`config.mk`:
```
export PLATFORM = sky130hd
export DESIGN_NAME = dma_controller
export DESIGN_NICKNAME = d
export VERILOG_FILES = /design/src/rtl/dma_controller.sv
export SDC_FILE = /design/constraint.sdc
export NUM_CORES = 1
export LEC_CHECK = 0
export BUFFER_PORTS_ARGS = -buffer_cell sky130_fd_sc_hd__buf_4
export CORE_MARGIN = 3
export CORE_UTILIZATION = 30
export DETAILED_ROUTE_END_ITERATION = 8
export PLACE_DENSITY = 0.65
export SYNTH_ARGS = -nofsm -noshare
export SYNTH_HDL_FRONTEND = slang
export SYNTH_SLANG_ARGS = --single-unit
```
`constraint.sdc`:
```
create_clock -name clk -period 2.25 [get_ports clk]
set_input_delay 0.1125 -clock clk [delete_from_list [all_inputs] [get_ports clk]]
set_output_delay 0.1125 -clock clk [all_outputs]
set_load 0.02 [all_outputs]
```
`src/rtl/dma_controller.sv`:
```
// DMA sequencer: moves CHUNK_WORDS-word device chunks into memory, one write per chunk.
// Optional macro DMA_CYCLE_STEAL_EN releases the bus for one cycle between chunks; default is burst mode.
module dma_controller #(
    parameter int WORD_SIZE   = 16,
    parameter int CHUNK_WORDS = 4,
    parameter int NUM_CHUNKS  = 3
) (
    input  logic                 clk,
    input  logic                 reset,
    input  logic                 dev_interrupt,
    input  logic                 cmd_valid,
    input  logic [WORD_SIZE-1:0] cmd_addr,
    input  logic [WORD_SIZE-1:0] cmd_length,
    input  logic                 bus_grant,
    input  logic                 mem_ready,
    output logic                 bus_request,
    output logic [1:0]           dev_offset,
    output logic [WORD_SIZE-1:0] mem_addr,
    output logic                 mem_write,
    output logic                 dma_begin,
    output logic                 dma_end,
    output logic                 busy,
    output logic [2:0]           state_dbg
);

    typedef enum logic [2:0] {
        IDLE     = 3'd0,
        WAIT_CMD = 3'd1,
        REQ      = 3'd2,
        SETUP    = 3'd3,
        WRITE    = 3'd4,
        DONE     = 3'd5,
        RELEASE  = 3'd6
    } state_t;

    state_t               state, state_next;
    logic [WORD_SIZE-1:0] base;
    logic [WORD_SIZE-1:0] len_chunks;
    logic [1:0]           chunk, nchunks, nchunks_cmd;
    logic                 int_prev, pend, begin_q;
    logic                 int_rise, start, last_chunk, accept;

    assign int_rise   = dev_interrupt && !int_prev;
    assign start      = int_rise || pend;
    assign last_chunk = (chunk == nchunks - 2'd1);
    assign accept     = (state == WRITE) && bus_grant && mem_ready;

    // Chunk count is the rounded-up word count, clamped to the device storage depth.
    always_comb begin
        len_chunks = cmd_length / WORD_SIZE'(CHUNK_WORDS);
        if ((cmd_length % WORD_SIZE'(CHUNK_WORDS)) != '0)
            len_chunks = len_chunks + WORD_SIZE'(1);
        nchunks_cmd = (len_chunks >= WORD_SIZE'(NUM_CHUNKS)) ? 2'(NUM_CHUNKS) : len_chunks[1:0];
    end

    always_ff @(posedge clk) begin
        if (reset) begin
            state    <= IDLE;
            base     <= '0;
            chunk    <= '0;
            nchunks  <= '0;
            int_prev <= 1'b0;
            pend     <= 1'b0;
            begin_q  <= 1'b0;
        end else begin
            state    <= state_next;
            int_prev <= dev_interrupt;
            begin_q  <= (state == IDLE) && start;
            if ((state == IDLE) && start)
                pend <= 1'b0;
            else if ((state != IDLE) && int_rise)
                pend <= 1'b1;
            if ((state == WAIT_CMD) && cmd_valid) begin
                base    <= cmd_addr;
                nchunks <= nchunks_cmd;
            end
            if (accept)
                chunk <= chunk + 2'd1;
            else if (state == DONE)
                chunk <= '0;
        end
    end

    // A dropped grant simply freezes SETUP/WRITE; the same chunk resumes on regrant.
    always_comb begin
        state_next = state;
        case (state)
            IDLE:     if (start) state_next = WAIT_CMD;
            WAIT_CMD: if (cmd_valid) state_next = (nchunks_cmd == 2'd0) ? DONE : REQ;
            REQ:      if (bus_grant) state_next = SETUP;
            SETUP:    if (bus_grant) state_next = WRITE;
            WRITE: begin
                if (accept) begin
                    if (last_chunk)
                        state_next = DONE;
                    else begin
`ifdef DMA_CYCLE_STEAL_EN
                        state_next = RELEASE;
`else
                        state_next = SETUP;
`endif
                    end
                end
            end
            DONE:     state_next = IDLE;
            RELEASE:  state_next = REQ;
            default:  state_next = IDLE;
        endcase
    end

    always_comb begin
        bus_request = (state == REQ) || (state == SETUP) || (state == WRITE);
        dev_offset  = 2'b11;
        mem_addr    = '0;
        if ((state == SETUP) || (state == WRITE)) begin
            dev_offset = chunk;
            mem_addr   = base + WORD_SIZE'(chunk) * WORD_SIZE'(CHUNK_WORDS);
        end
        mem_write = (state == WRITE) && bus_grant;
        dma_begin = begin_q;
        dma_end   = (state == DONE);
        busy      = (state != IDLE);
        state_dbg = state;
    end

endmodule

```
==> run_results.csv <==
group,metric,value,unit
status,status,"complete, no violations",
die,core_area,0.00561,sq mm
synth,synth_top_family_by_area,"simple AND/OR/NAND/NOR gates",
die,rows,27,
die,initial_core_util,31.5,%
global_route,grt_pass1_vias,1703,
route,finalWirelength,4.51,mm
synth,synth-compound-area-share,21.8,%
worst_hold_path,holdCritPathClass,"in -> reg",
synth,synth_xor_area_share,7.94,%
layout,fill_cells,620,
setup_path,rrSetupSlack,0.50,ns
clocking,clk_pin_slew,0.09,ns
sta,post-route-min-period,2.07,ns
setup_path,r2r-start,"chunk[1]",
sta,slew_headroom,70.2,%
sta,final.setup.tns,0,ns
sta,slew_viol_final,0,
power,power.total,1.04,mW
synth,syn_inst,239,
sta,timing.final.crit_share,92.2,%
worst_hold_path,whs_path_depth,2,
synth,synth_flop_cell,"dfxtp_1",
global_route,grt_use_total,13.6,%
synth,synth_largest_area_cell,"dfxtp_1",
synth,synth_top_area_share,29.5,%
synth,seq_area_frac_synth,29.5,%
route,vias,1861,
global_route,gr-total-overflow,0,
setup_path,worstPathRequired,2.14,ns
synth,synth_adder_area_share,3.26,%
setup_path,worstSetupEndpointType,"output pin",
die,die_area,0.00684,sq mm
setup_path,cp.arrival,1.96,ns
die,die_x,82.7,um
setup_path,cp_max_fo,6,
place,port_buffers,63,
route,ant_nets,0,
global_route,grt_pass1_wl,7.42,mm
power,ir_worst_vdd,0.276,mV
setup_path,cp-start-kind,"flop",
sta,tightest_slew,0.447,ns
power,intPower,0.755,mW
synth,ys_warn_count,0,
route,drt_pre_antenna_iters,4,
sta,finClkSkew,0.00489,ns
setup_path,cp.depth,6,
job,drv_cap,0,
power,p_leak,0.958,nW
clocking,post-cts-setup-buffers,0,
clocking,clock_path_buffers,2,
synth,syn_area,0.00177,sq mm
clocking,hold_buffers,0,
global_route,grt_max_degree,26,
global_route,grt-busiest-layer,"met2",
setup_path,critical_path.max_stage_delay,0.40,ns
route,drt-initial-drc-count,71,
route,wl_per_cell,12.1,um
place,hpwl,3.53,mm
global_route,grt.met1_usage,17.2,%
layout,finalNetCount,343,
die,ios,64,
sta,setup_viol,0,
die,die_h,82.7,um
synth,synth_seq_cells,26,
sta,rsz0062_at_grt,"false",
synth,ys_types,49,
clocking,clock_latency,0.27,ns
layout,final_layout_size_suffix_gt1_share,27.3,%
worst_hold_path,hp-start,"dev_interrupt",
clocking,cts_resized,0,
setup_path,cp_top_family,"simple AND/OR/NAND/NOR gates",
power,power_frac_comb,22.6,%
clocking,htreeDepth,1,
clocking,cts_root_buffer,"clkbuf_8",
global_route,grtUsageMet3,2.39,%
clocking,cts_tree,"built",
power,switching_share,27.7,%
layout,final_core_util,42.3,%
synth,synth_enable_flop_cells,0,
clocking,cts_made_buffers,3,
setup_path,critical_path_class,"reg -> out",
synth,synth_area_leaders,"dfxtp_1 (29%), nand2_1 (8.5%), a21oi_1 (6.8%), nor2_1 (5.5%), xnor2_1 (4.0%)",
synth,async_reset_ff_share,0,%
setup_path,cp-startpoint,"chunk[1]",
synth,syn_area_per_cell,7.39,sq um
synth,synth.net_count,281,
power,power_density,439,mW/mm^2
setup_path,worstPathCellList,"ha_1 > a21o_1 > nand3_1 > or3_1 > a21oi_1 > buf_4",
clocking,clock-sinks,26,
layout,syn_to_final_growth,34.5,%
synth,synth.area.mux_share,0,%
sta,hold_viol,0,
setup_path,critPathSlowestCell,"dfxtp_1",
power,seqPwrFrac,48.8,%
route,route.detailed.drc,0,
setup_path,r2r.worst_path.cells,6,
power,netSwitchingPower,0.289,mW
synth,ys_top_cells_by_count,"nand2_1 (40), dfxtp_1 (26), nor2_1 (26)",
sta,timing.fmax,482,MHz
route,vias_per_cell,5.00,
power,power.share.clock,28.6,%
synth,synth.most_common_cell,"nand2_1",
synth,yosys.area_share.simple,34.0,%
setup_path,critPathBufInv,1,
global_route,antenna_found_initial,0,
layout,antenna_cells,0,
place,place.gp.congestion,0.822,
global_route,groute.layer.met2.usage,23.6,%
## cell type report
class                      instances  area [sq um]  area share, %
inverter                           6          22.5          0.948
multi-input combinational        197          1180           49.8
tap                               72          90.1           3.79
clock buffer                       4          55.1           2.32
sequential                        26           520           21.9
timing repair buffer              67           503           21.2
## layout by cell type (no fill, tap or decap), types with 6 or more instances in the layout
master,Yosys,routed
xnor2_1,8,8
xor2_1,8,8
nor2_1,26,26
nand3_1,8,8
inv_1,6,6
o21ai_0,7,7
a21oi_1,24,24
buf_4,0,67
nor2b_1,8,8
nor3_1,6,6
dfxtp_1,26,26
nand2_1,40,40
## state kept, by name, indices dropped and copies added (netlist names)
name and count:
base 16, chunk 2, dma_begin 1, int_prev 1, nchunks 2, pend 1, state_dbg 3
## worst paths after layout
| path | to |
|---|---|
| max | mem_addr[9] |
| min | int_prev |
| max reg2reg | state_dbg[1] |
| min reg2reg | base[0] |
## kinds of logic after synthesis
group / count (synthesis)
fa+ha+maj: 4
buf+inv: 16
simple gates: 119
xor+xnor: 16
flops: 26
compound gates: 58
## power groups by stage
stage	clock (mW)	combinational (mW)	sequential (mW)
2_1_floorplan	0	0.129	0.517
3_3_place_gp	0	0.235	0.519
3_5_place_dp	0	0.238	0.520
4_1_cts	0.310	0.239	0.509
5_1_grt	0.323	0.263	0.514
6_report	0.298	0.236	0.509
## metal layers
metal / vias to the layer above / wire length, um
met2: 42 / 2190
met4: 0 / 39
met1: 851 / 2050
li1: 964 / -
met3: 4 / 225
met5: - / 0
## metrics by stage
stage	cells	setup WS [ns]	hold slack (ns)	area (sq um)
floorplan	239	0.476	0.241	1770
global placement	368	0.476	0.343	2320
detailed placement	368	0.400	0.344	2320
CTS	372	0.159	0.0570	2370
global route	372	0.00155	0.0755	2370
finish	372	0.176	0.0604	2370
No activity file was read; power rests on OpenSTA's default activity.
